`src/rtl/load_store_unit.sv`:
```
// Handshaked load/store unit between the MEM stage and a word-wide data memory port.
// Misaligned accesses are split into two word beats; loads are merged and extended.
module load_store_unit #(
   parameter int XLEN   = 32,
   parameter int ADDR_W = 32,
   parameter int MEM_AW = ADDR_W - $clog2(XLEN/8)
) (
   input  logic                clk,
   input  logic                rst,
   input  logic                req_valid,
   output logic                req_ready,
   input  logic                req_we,
   input  logic [2:0]          req_funct3,
   input  logic [ADDR_W-1:0]   req_addr,
   input  logic [XLEN-1:0]     req_wdata,
   input  logic [4:0]          req_rd,
   output logic                resp_valid,
   output logic                resp_err,
   output logic [XLEN-1:0]     resp_rdata,
   output logic [4:0]          resp_rd,
   output logic                mem_req,
   input  logic                mem_gnt,
   output logic                mem_we,
   output logic [MEM_AW-1:0]   mem_addr,
   output logic [XLEN/8-1:0]   mem_wstrb,
   output logic [XLEN-1:0]     mem_wdata,
   input  logic                mem_rvalid,
   input  logic [XLEN-1:0]     mem_rdata
);
   localparam int NB   = XLEN / 8;
   localparam int OFFW = $clog2(NB);

   typedef enum logic [2:0] {IDLE, REQ0, WAIT0, REQ1, WAIT1, RESP} state_t;

   state_t              state_q, state_d;
   logic                we_q;
   logic [2:0]          funct3_q;
   logic [ADDR_W-1:0]   addr_q;
   logic [XLEN-1:0]     wdata_q;
   logic [4:0]          rd_q;
   logic                err_q;
   logic [2*XLEN-1:0]   loadBuf_q, loadBuf_d;
   logic [XLEN-1:0]     respData_q, respData_d;

   logic                accept;
   logic                illegal;
   logic [OFFW-1:0]     offset;
   logic [3:0]          sizeBytes;
   logic                split;
   logic [MEM_AW-1:0]   word0;
   logic [7:0]          sizeMask;
   logic [2*NB-1:0]     fullMask;
   logic [2*XLEN-1:0]   fullData;
   logic [XLEN-1:0]     shifted;
   logic [XLEN-1:0]     keepMask;
   logic [XLEN-1:0]     loadValue;
   logic                signBit;
   logic                inBeat1;

   assign req_ready = rst && (state_q == IDLE);
   assign accept    = req_valid && req_ready;
   assign illegal   = (req_funct3 == 3'b111)
                   || ((XLEN == 32) && ((req_funct3 == 3'b011) || (req_funct3 == 3'b110)))
                   || (req_we && req_funct3[2]);

   assign offset    = addr_q[OFFW-1:0];
   assign sizeBytes = 4'd1 << funct3_q[1:0];
   assign split     = ({1'b0, 4'(offset)} + {1'b0, sizeBytes}) > 5'(NB);
   assign word0     = MEM_AW'(addr_q >> OFFW);
   assign inBeat1   = (state_q == REQ1);

   always_comb begin
      sizeMask = 8'hFF;
      case (funct3_q[1:0])
         2'b00:   sizeMask = 8'h01;
         2'b01:   sizeMask = 8'h03;
         2'b10:   sizeMask = 8'h0F;
         default: sizeMask = 8'hFF;
      endcase
   end

   // Lane mask and data span two words so the beat-1 half falls out of the high bits.
   assign fullMask = (2*NB)'(sizeMask) << offset;
   assign fullData = {{XLEN{1'b0}}, wdata_q} << {offset, 3'b000};

   assign mem_req   = (state_q == REQ0) || (state_q == REQ1);
   assign mem_we    = mem_req && we_q;
   assign mem_addr  = !mem_req ? '0 : (inBeat1 ? word0 + MEM_AW'(1) : word0);
   assign mem_wstrb = !mem_we ? '0 : (inBeat1 ? fullMask[2*NB-1:NB] : fullMask[NB-1:0]);
   assign mem_wdata = !mem_we ? '0 : (inBeat1 ? fullData[2*XLEN-1:XLEN] : fullData[XLEN-1:0]);

   assign resp_valid = (state_q == RESP);
   assign resp_err   = resp_valid && err_q;
   assign resp_rdata = resp_valid ? respData_q : '0;
   assign resp_rd    = resp_valid ? rd_q : '0;

   always_comb begin
      loadBuf_d = loadBuf_q;
      if (state_q == WAIT0 && mem_rvalid) loadBuf_d[XLEN-1:0] = mem_rdata;
      if (state_q == WAIT1 && mem_rvalid) loadBuf_d[2*XLEN-1:XLEN] = mem_rdata;
   end

   // Extraction works on the buffer value being written so the result registers on the last beat.
   always_comb begin
      shifted  = XLEN'(loadBuf_d >> {offset, 3'b000});
      keepMask = '1;
      signBit  = shifted[XLEN-1];
      case (funct3_q[1:0])
         2'b00: begin keepMask = XLEN'(8'hFF);         signBit = shifted[7];  end
         2'b01: begin keepMask = XLEN'(16'hFFFF);      signBit = shifted[15]; end
         2'b10: begin keepMask = XLEN'(32'hFFFF_FFFF); signBit = shifted[31]; end
         default: ;
      endcase
      loadValue = (shifted & keepMask) | (~keepMask & {XLEN{signBit && !funct3_q[2]}});
   end

   always_comb begin
      state_d    = state_q;
      respData_d = respData_q;
      case (state_q)
         IDLE: if (accept) begin
            state_d    = illegal ? RESP : REQ0;
            respData_d = '0;
         end
         REQ0:  if (mem_gnt) state_d = !we_q ? WAIT0 : (split ? REQ1 : RESP);
         WAIT0: if (mem_rvalid) state_d = split ? REQ1 : RESP;
         REQ1:  if (mem_gnt) state_d = we_q ? RESP : WAIT1;
         WAIT1: if (mem_rvalid) state_d = RESP;
         RESP:  state_d = IDLE;
         default: state_d = IDLE;
      endcase
      if ((state_q == WAIT0 || state_q == WAIT1) && state_d == RESP) respData_d = loadValue;
   end

   always_ff @(posedge clk) begin
      if (!rst) begin
         state_q    <= IDLE;
         we_q       <= 1'b0;
         funct3_q   <= '0;
         addr_q     <= '0;
         wdata_q    <= '0;
         rd_q       <= '0;
         err_q      <= 1'b0;
         loadBuf_q  <= '0;
         respData_q <= '0;
      end else begin
         state_q    <= state_d;
         loadBuf_q  <= loadBuf_d;
         respData_q <= respData_d;
         if (accept) begin
            we_q     <= req_we;
            funct3_q <= req_funct3;
            addr_q   <= req_addr;
            wdata_q  <= req_wdata;
            rd_q     <= req_rd;
            err_q    <= illegal;
         end
      end
   end
endmodule
```
`config.mk`:
```
export PLATFORM = sky130hd
export DESIGN_NAME = load_store_unit
export DESIGN_NICKNAME = d
export VERILOG_FILES = /design/src/rtl/load_store_unit.sv
export SDC_FILE = /design/constraint.sdc
export NUM_CORES = 1
export LEC_CHECK = 0
export ABC_AREA = 1
export BUFFER_PORTS_ARGS = -buffer_cell sky130_fd_sc_hd__buf_2
export CAP_MARGIN = 15
export CELL_PAD_IN_SITES_DETAIL_PLACEMENT = 1
export CELL_PAD_IN_SITES_GLOBAL_PLACEMENT = 1
export CORE_MARGIN = 4
export CORE_UTILIZATION = 33
export CTS_BUF_LIST = sky130_fd_sc_hd__clkbuf_16
export DETAILED_ROUTE_END_ITERATION = 7
export GPL_ROUTABILITY_DRIVEN = 0
export PLACE_DENSITY_LB_ADDON = 0.1
export RECOVER_POWER = 100
export SYNTH_ARGS = -nofsm -noshare
export SYNTH_HDL_FRONTEND = slang
export SYNTH_SLANG_ARGS = --single-unit
```
`constraint.sdc`:
```
create_clock -name clk -period 3.8 [get_ports clk]
set_input_delay 0 -clock clk [delete_from_list [all_inputs] [get_ports clk]]
set_output_delay 0 -clock clk [all_outputs]
set_load 0.02 [all_outputs]
```
==> results of run 1 <==
## state kept, by name, indices dropped and copies added (netlist names)
signal	flops
wdata_q	32
loadBuf_q	56
err_q	1
state_q	3
funct3_q	3
addr_q	32
respData_q	32
rd_q	5
we_q	1
## metal layers
layer  vias up  track usage, %  routed length (um)
met5         -               0                  21
met4         4            8.35                1250
met3        63            4.86                1410
met2       213            40.9               18000
met1      4991            27.9               15500
li1       5171               -                   -
## stage by stage
stage	hold WS, ps	total power, mW	cells	setup WS (ps)	util [%]
2_1_floorplan	110	2.58	1417	1160	-
3_3_place_gp	230	2.87	1935	989	38.1
3_5_place_dp	235	2.89	1936	939	38.1
4_1_cts	7.45	4.84	2066	568	43.8
5_1_grt	32.6	5.03	2066	170	43.2
6_report	19.9	4.79	2066	389	43.2
## worst max-delay path by stage
stage | depth (start not counted) | end | slack, ps | from
finish | 10 | respData_q[16] | 390 | state_q[2]
global route | 12 | mem_addr[16] | 170 | state_q[2]
CTS | 11 | mem_addr[27] | 570 | state_q[0]
detailed placement | 13 | respData_q[18] | 940 | funct3_q[0]
global placement | 6 | respData_q[8] | 990 | addr_q[1]
floorplan | 15 | respData_q[10] | 1160 | addr_q[1]
## power by group through the flow
stage	Sequential [mW]	Clock [mW]	Combinational, mW
2_1_floorplan	1.92	0	0.656
3_3_place_gp	1.96	0	0.909
3_5_place_dp	1.97	0	0.927
4_1_cts	1.93	1.91	1.01
5_1_grt	1.94	1.99	1.11
6_report	1.92	1.87	0.992
## critical path: stages (launching register included)
cell and delay, ps:
dfxtp_1 460, inv_1 200, nand2_1 100, nor3_2 100
clkbuf_1 810, o21ai_0 410, o21ai_0 500, nor2_1 70
o21ai_0 410, nand3_1 130, a21oi_1 130
## layout by cell type, fill, tap and decap left out, types with 3 or more instances in the layout
cell | netlist | routed
a21oi_1 | 154 | 158
a21oi_2 | 11 | 7
nor2_1 | 181 | 182
o21a_1 | 3 | 3
nor3_1 | 21 | 21
clkinv_1 | 2 | 3
or2_2 | 7 | 7
mux2i_1 | 11 | 11
buf_2 | 7 | 121
nand3_2 | 12 | 10
dlygate4sd3_1 | 0 | 99
nand2_4 | 2 | 3
nor3_2 | 3 | 3
nand3_1 | 92 | 94
dfxtp_1 | 165 | 163
o21ai_0 | 171 | 193
inv_6 | 0 | 6
o21ai_1 | 27 | 7
o211ai_1 | 19 | 19
nand2_1 | 183 | 183
ha_1 | 3 | 3
nor2_4 | 4 | 3
inv_1 | 171 | 174
o21bai_1 | 5 | 5
nor4_1 | 4 | 4
buf_4 | 5 | 11
o22ai_1 | 13 | 13
clkbuf_16 | 0 | 17
clkbuf_1 | 72 | 102
a211oi_1 | 4 | 4
nand2_2 | 4 | 3
nand4_1 | 16 | 16
xor2_1 | 9 | 9
bufinv_16 | 0 | 3
## area by class of cell
cell class                 count  area (um^2)
clock buffer                  17          425
clock inverter                14          186
fill                        3673        15800
inverter                     180          679
multi-input combinational    976         4870
sequential                   165         3310
tap                          378          473
timing repair buffer         336         2080
## cells by family after synthesis
logic type	Yosys count	share of synthesized area (%)
buf+inv	276	12.2
xor+xnor	9	0.843
mux	11	1.18
simple gates	541	26.4
fa+ha+maj	3	0.402
compound gates	412	23.7
flops	165	35.3
==> metrics.txt, run 1 <==
status completed; num rows 61; Syn Nets 1530; CTS max path bufs 2; Leak 4.64 nW; Die Ht 176 um; CTS tree yes; Setup crit start kind flip-flop; Fin Setup TNS 0 ps; Psw 1.57 mW; R2R setup slack 390 ps; wire length per cell 17.5 um; Clock Latency Late Sink 440 ps; Root Buffer clkbuf_16; total CTS buffers 17; clk sinks 165; Synth warnings 0; crit path max fanout 21; sequential fraction of the synthesis area 35.3%; Final Skew 12.2 ps; area share of the largest cell type after synthesis 35.3%; Final setup viols 0; Pre-Repair DR Iteration Count 4; Final ANT Viol Nets 0; Port Buffer Count 217; Worst R2R End respData_q[16]; Tightest Pin Transition 1420 ps; Seq pwr share 40.2%; Tmin final 3410 ps; Setup Buffers After CTS 0; Die X 176 um; Final nets 1789; Post-synth EDFFs 0; Final Max Tran Viols 0; first-pass GRT wire length 57300 um; worst vdd ir 0.216 mV; Worst Hold Path Cells 5; Mapped Cells 1417; vias in the first global route 10729; detailed-route DRC error count 0; clk slew on worst S/H paths 70 ps; area delta synth->final 28.7%; worst hold endpoint loadBuf_q[16]; vias per cell 5.05; total number of vias 10442; Pint 3.22 mW; asr flop ratio synth 0%; average cell area after synthesis 6.60 um^2; top_reg_cell synth dfxtp_1; count leader, synth nand2_1; top cells by count, synth nand2_1 (183), nor2_1 (181), inv_1 (171), o21ai_0 (171), dfxtp_1 (165); achievable frequency 0.293 GHz; top cells by area, synth dfxtp_1 (35%), o21ai_0 (9.2%), a21oi_1 (8.2%), nand2_1 (7.3%), nor2_1 (7.3%); origin of the critical flop-to-flop path state_q[2]; cts repair resizes 0; clock power share 39.1%; post-route cell area 12000 um^2; H-tree depth 4; I/O pin cnt 218; PD cells 398 nW/um^2; RSZ-0062 raised after global routing no; switching fraction of total power 32.8%; initial antenna violation count 2; pin count of the biggest net entering global routing 76; post-synth top area cell dfxtp_1; core footprint 27900 um^2; WP data required 4170 ps; proportion of layout cells with a drive suffix above 1 12.6%; Synth Cell Area 9350 um^2; Netlist cell types 46; Slew headroom 5.09%; final hold violations 0; crit path kind flip-flop to flip-flop; n_diodes 0; worst min-delay path startpoint mem_rdata[16]; Hold Buf Count CTS 99; Die ar. 31100 um^2; Yosys reg bits 165; total congestion overflow 0; GR Util All Layers 23.2%; Gate power share 20.7%; first-iteration detailed-routing DRC count 383; worst hold path type input pin to flip-flop; period utilization 89.8%; HPWL Detailed 25500 um; starting density of the core 33.6%; drt total wl 36200 um; Worst Setup End Kind flip-flop; Data arrival, critical path 3780 ps; worst r2r path cells 10; maxcap violations 0; cell area after placement 10600 um^2
No activity file was read; power rests on OpenSTA's default activity.
==> inputs of run 2 (changes only) <==
Clock period 3.8 ns to 3.45 ns, I/O delays scaled along.
==> metrics.txt, run 2 (synthesis gave the netlist of run 1 again) <==
Data arrival, critical path 3130 ps (-650 ps); Final Max Tran Viols 0 (unchanged); detailed-route DRC error count 0 (unchanged); worst vdd ir 0.301 mV (+39%); Sequential Area 3300 um^2 (about the same); Worst Setup End Kind output port; Fin Setup TNS 0 ps (unchanged); first-pass GRT wire length 56300 um (-1.8%); vias per cell 4.99 (-1.3%); WHS 20.8 ps (+0.909 ps); Critical Path Source addr_q[0]; Tightest Pin Transition 1070 ps (-357 ps); total CTS buffers 17 (unchanged); Slew headroom 28.9% (+24 points); status completed; H-tree depth 4 (unchanged); RSZ-0062 raised after global routing no; Seq pwr share 41.2% (+1.0 points); cell area after placement 10600 um^2 (about the same); wire length per cell 17.2 um (-1.9%); CTS tree yes; achievable frequency 0.320 GHz; final setup margin 324 ps (-65.3 ps); Final nets 1788 (-0.056%); Pint 3.42 mW (+6.0%); switching fraction of total power 33.6% (+0.80 points); drt total wl 35500 um (-1.9%); total congestion overflow 0 (unchanged); Final setup viols 0 (unchanged); clock power share 38.1% (-1.0 points); Leak 4.62 nW (-0.51%); pin count of the biggest net entering global routing 106 (+39%); commonest non-fill, non-tap cell in the layout o21ai_0; starting density of the core 33.6% (unchanged); Reg with most FFs loadBuf_q; area delta synth->final 28.2%; Final Power 5.14 mW (+7.3%); period utilization 90.6%; Root Buffer clkbuf_16; max FFs per register 56 (unchanged); post-route cell area 12000 um^2 (-0.40%); Pre-Repair DR Iteration Count 5 (+1); Setup crit start kind flip-flop; Setup Buffers After CTS 0 (unchanged); cts repair resizes 0 (unchanged); PD cells 429 nW/um^2 (+7.7%); initial antenna violation count 2 (unchanged); origin of the critical flop-to-flop path addr_q[0]; CTS max path bufs 2 (unchanged); maxcap violations 0 (unchanged); Final ANT Viol Nets 0 (unchanged); post-layout util 43.0% (-0.17 points); placed cells 1935 (-0.052%); GR Util All Layers 22.4% (-0.74 points); Final Skew 14.0 ps (+1.77 ps); Psw 1.72 mW (+9.9%); clk slew on worst S/H paths 70 ps (about the same); crit path kind flip-flop to output port; proportion of layout cells with a drive suffix above 1 13.2% (+0.53 points); worst hold path type input pin to flip-flop; Gate power share 20.7% (about the same); crit path max fanout 56 (+170%); WP data required 3450 ps (-720 ps); most frequent cells in the layout o21ai_0 (189), nor2_1 (185), nand2_1 (183), inv_1 (171), dfxtp_1 (164); Die Ht 176 um (unchanged); Port Buffer Count 217 (unchanged); clk sinks 165 (unchanged); multi-input logic area 4840 um^2 (-0.67%); vias in the first global route 10696 (-0.31%); first-iteration detailed-routing DRC count 450 (+17%); worst min-delay path startpoint mem_gnt; fin cells 2066 (unchanged); n_diodes 0 (unchanged); total number of vias 10307 (-1.3%); Die X 176 um (unchanged); HPWL Detailed 25100 um (-1.8%); final hold violations 0 (unchanged); Tmin final 3130 ps; # fillers 3667 (-0.16%); num rows 61 (unchanged); Clock Latency Late Sink 430 ps (about the same); pre-CTS setup slack 617 ps (-321 ps); I/O pin cnt 218 (unchanged); core footprint 27900 um^2 (unchanged); Die ar. 31100 um^2 (unchanged)
[run 2: critical path, cell delays in order, from the launching register on]
cell,delay [ps]
dfxtp_1,860
clkbuf_2,870
nand2_1,110
o21ai_0,170
nand3_1,120
a21oi_1,280
clkbuf_1,280
[run 2: path summary, 6_finish.rpt]
check,endpoint,slack [ps],cells after the start
max,mem_wdata[17],320,6
min,state_q[1],20,6
max reg2reg,respData_q[0],340,12
min reg2reg,rd_q[3],460,2
[run 2: layer usage]
| metal | part of all wire, % | vias to the layer above | global-route usage, % | wire [um] |
|---|---|---|---|---|
| met5 | 0.059 | - | 0 | 21 |
| met4 | 2.1 | 4 | 6.04 | 749 |
| li1 | - | 5173 | - | - |
| met1 | 44 | 4894 | 26.8 | 15500 |
| met3 | 4.0 | 44 | 4.37 | 1430 |
| met2 | 50 | 192 | 41.0 | 17800 |
[run 2: final cells by class]
cell class / instances / area share, %
Clock inverter: 15 / 1.42
Inverter: 180 / 5.67
Timing Repair Buffer: 335 / 17.4
Clock buffer: 17 / 3.55
Sequential cell: 165 / 27.6
Tap cell: 378 / 3.95
Multi-Input combinational cell: 976 / 40.4
[run 2: what timing repair did]
| item | in CTS | in global routing |
|---|---|---|
| hold buffers | 98 | 0 |
| endpoints found under the setup margin | 0 | 0 |
| hold endpoints to repair | 106 | 0 |
[run 2: power by group through the flow]
stage	Combinational (mW)	Sequential [mW]	Clock [mW]
final	1.07	2.12	1.96
after global routing	1.20	2.13	2.06
after CTS	1.09	2.12	2.00
after detailed placement	1.00	2.16	0
after global placement	0.984	2.16	0
after floorplan	0.722	2.12	0
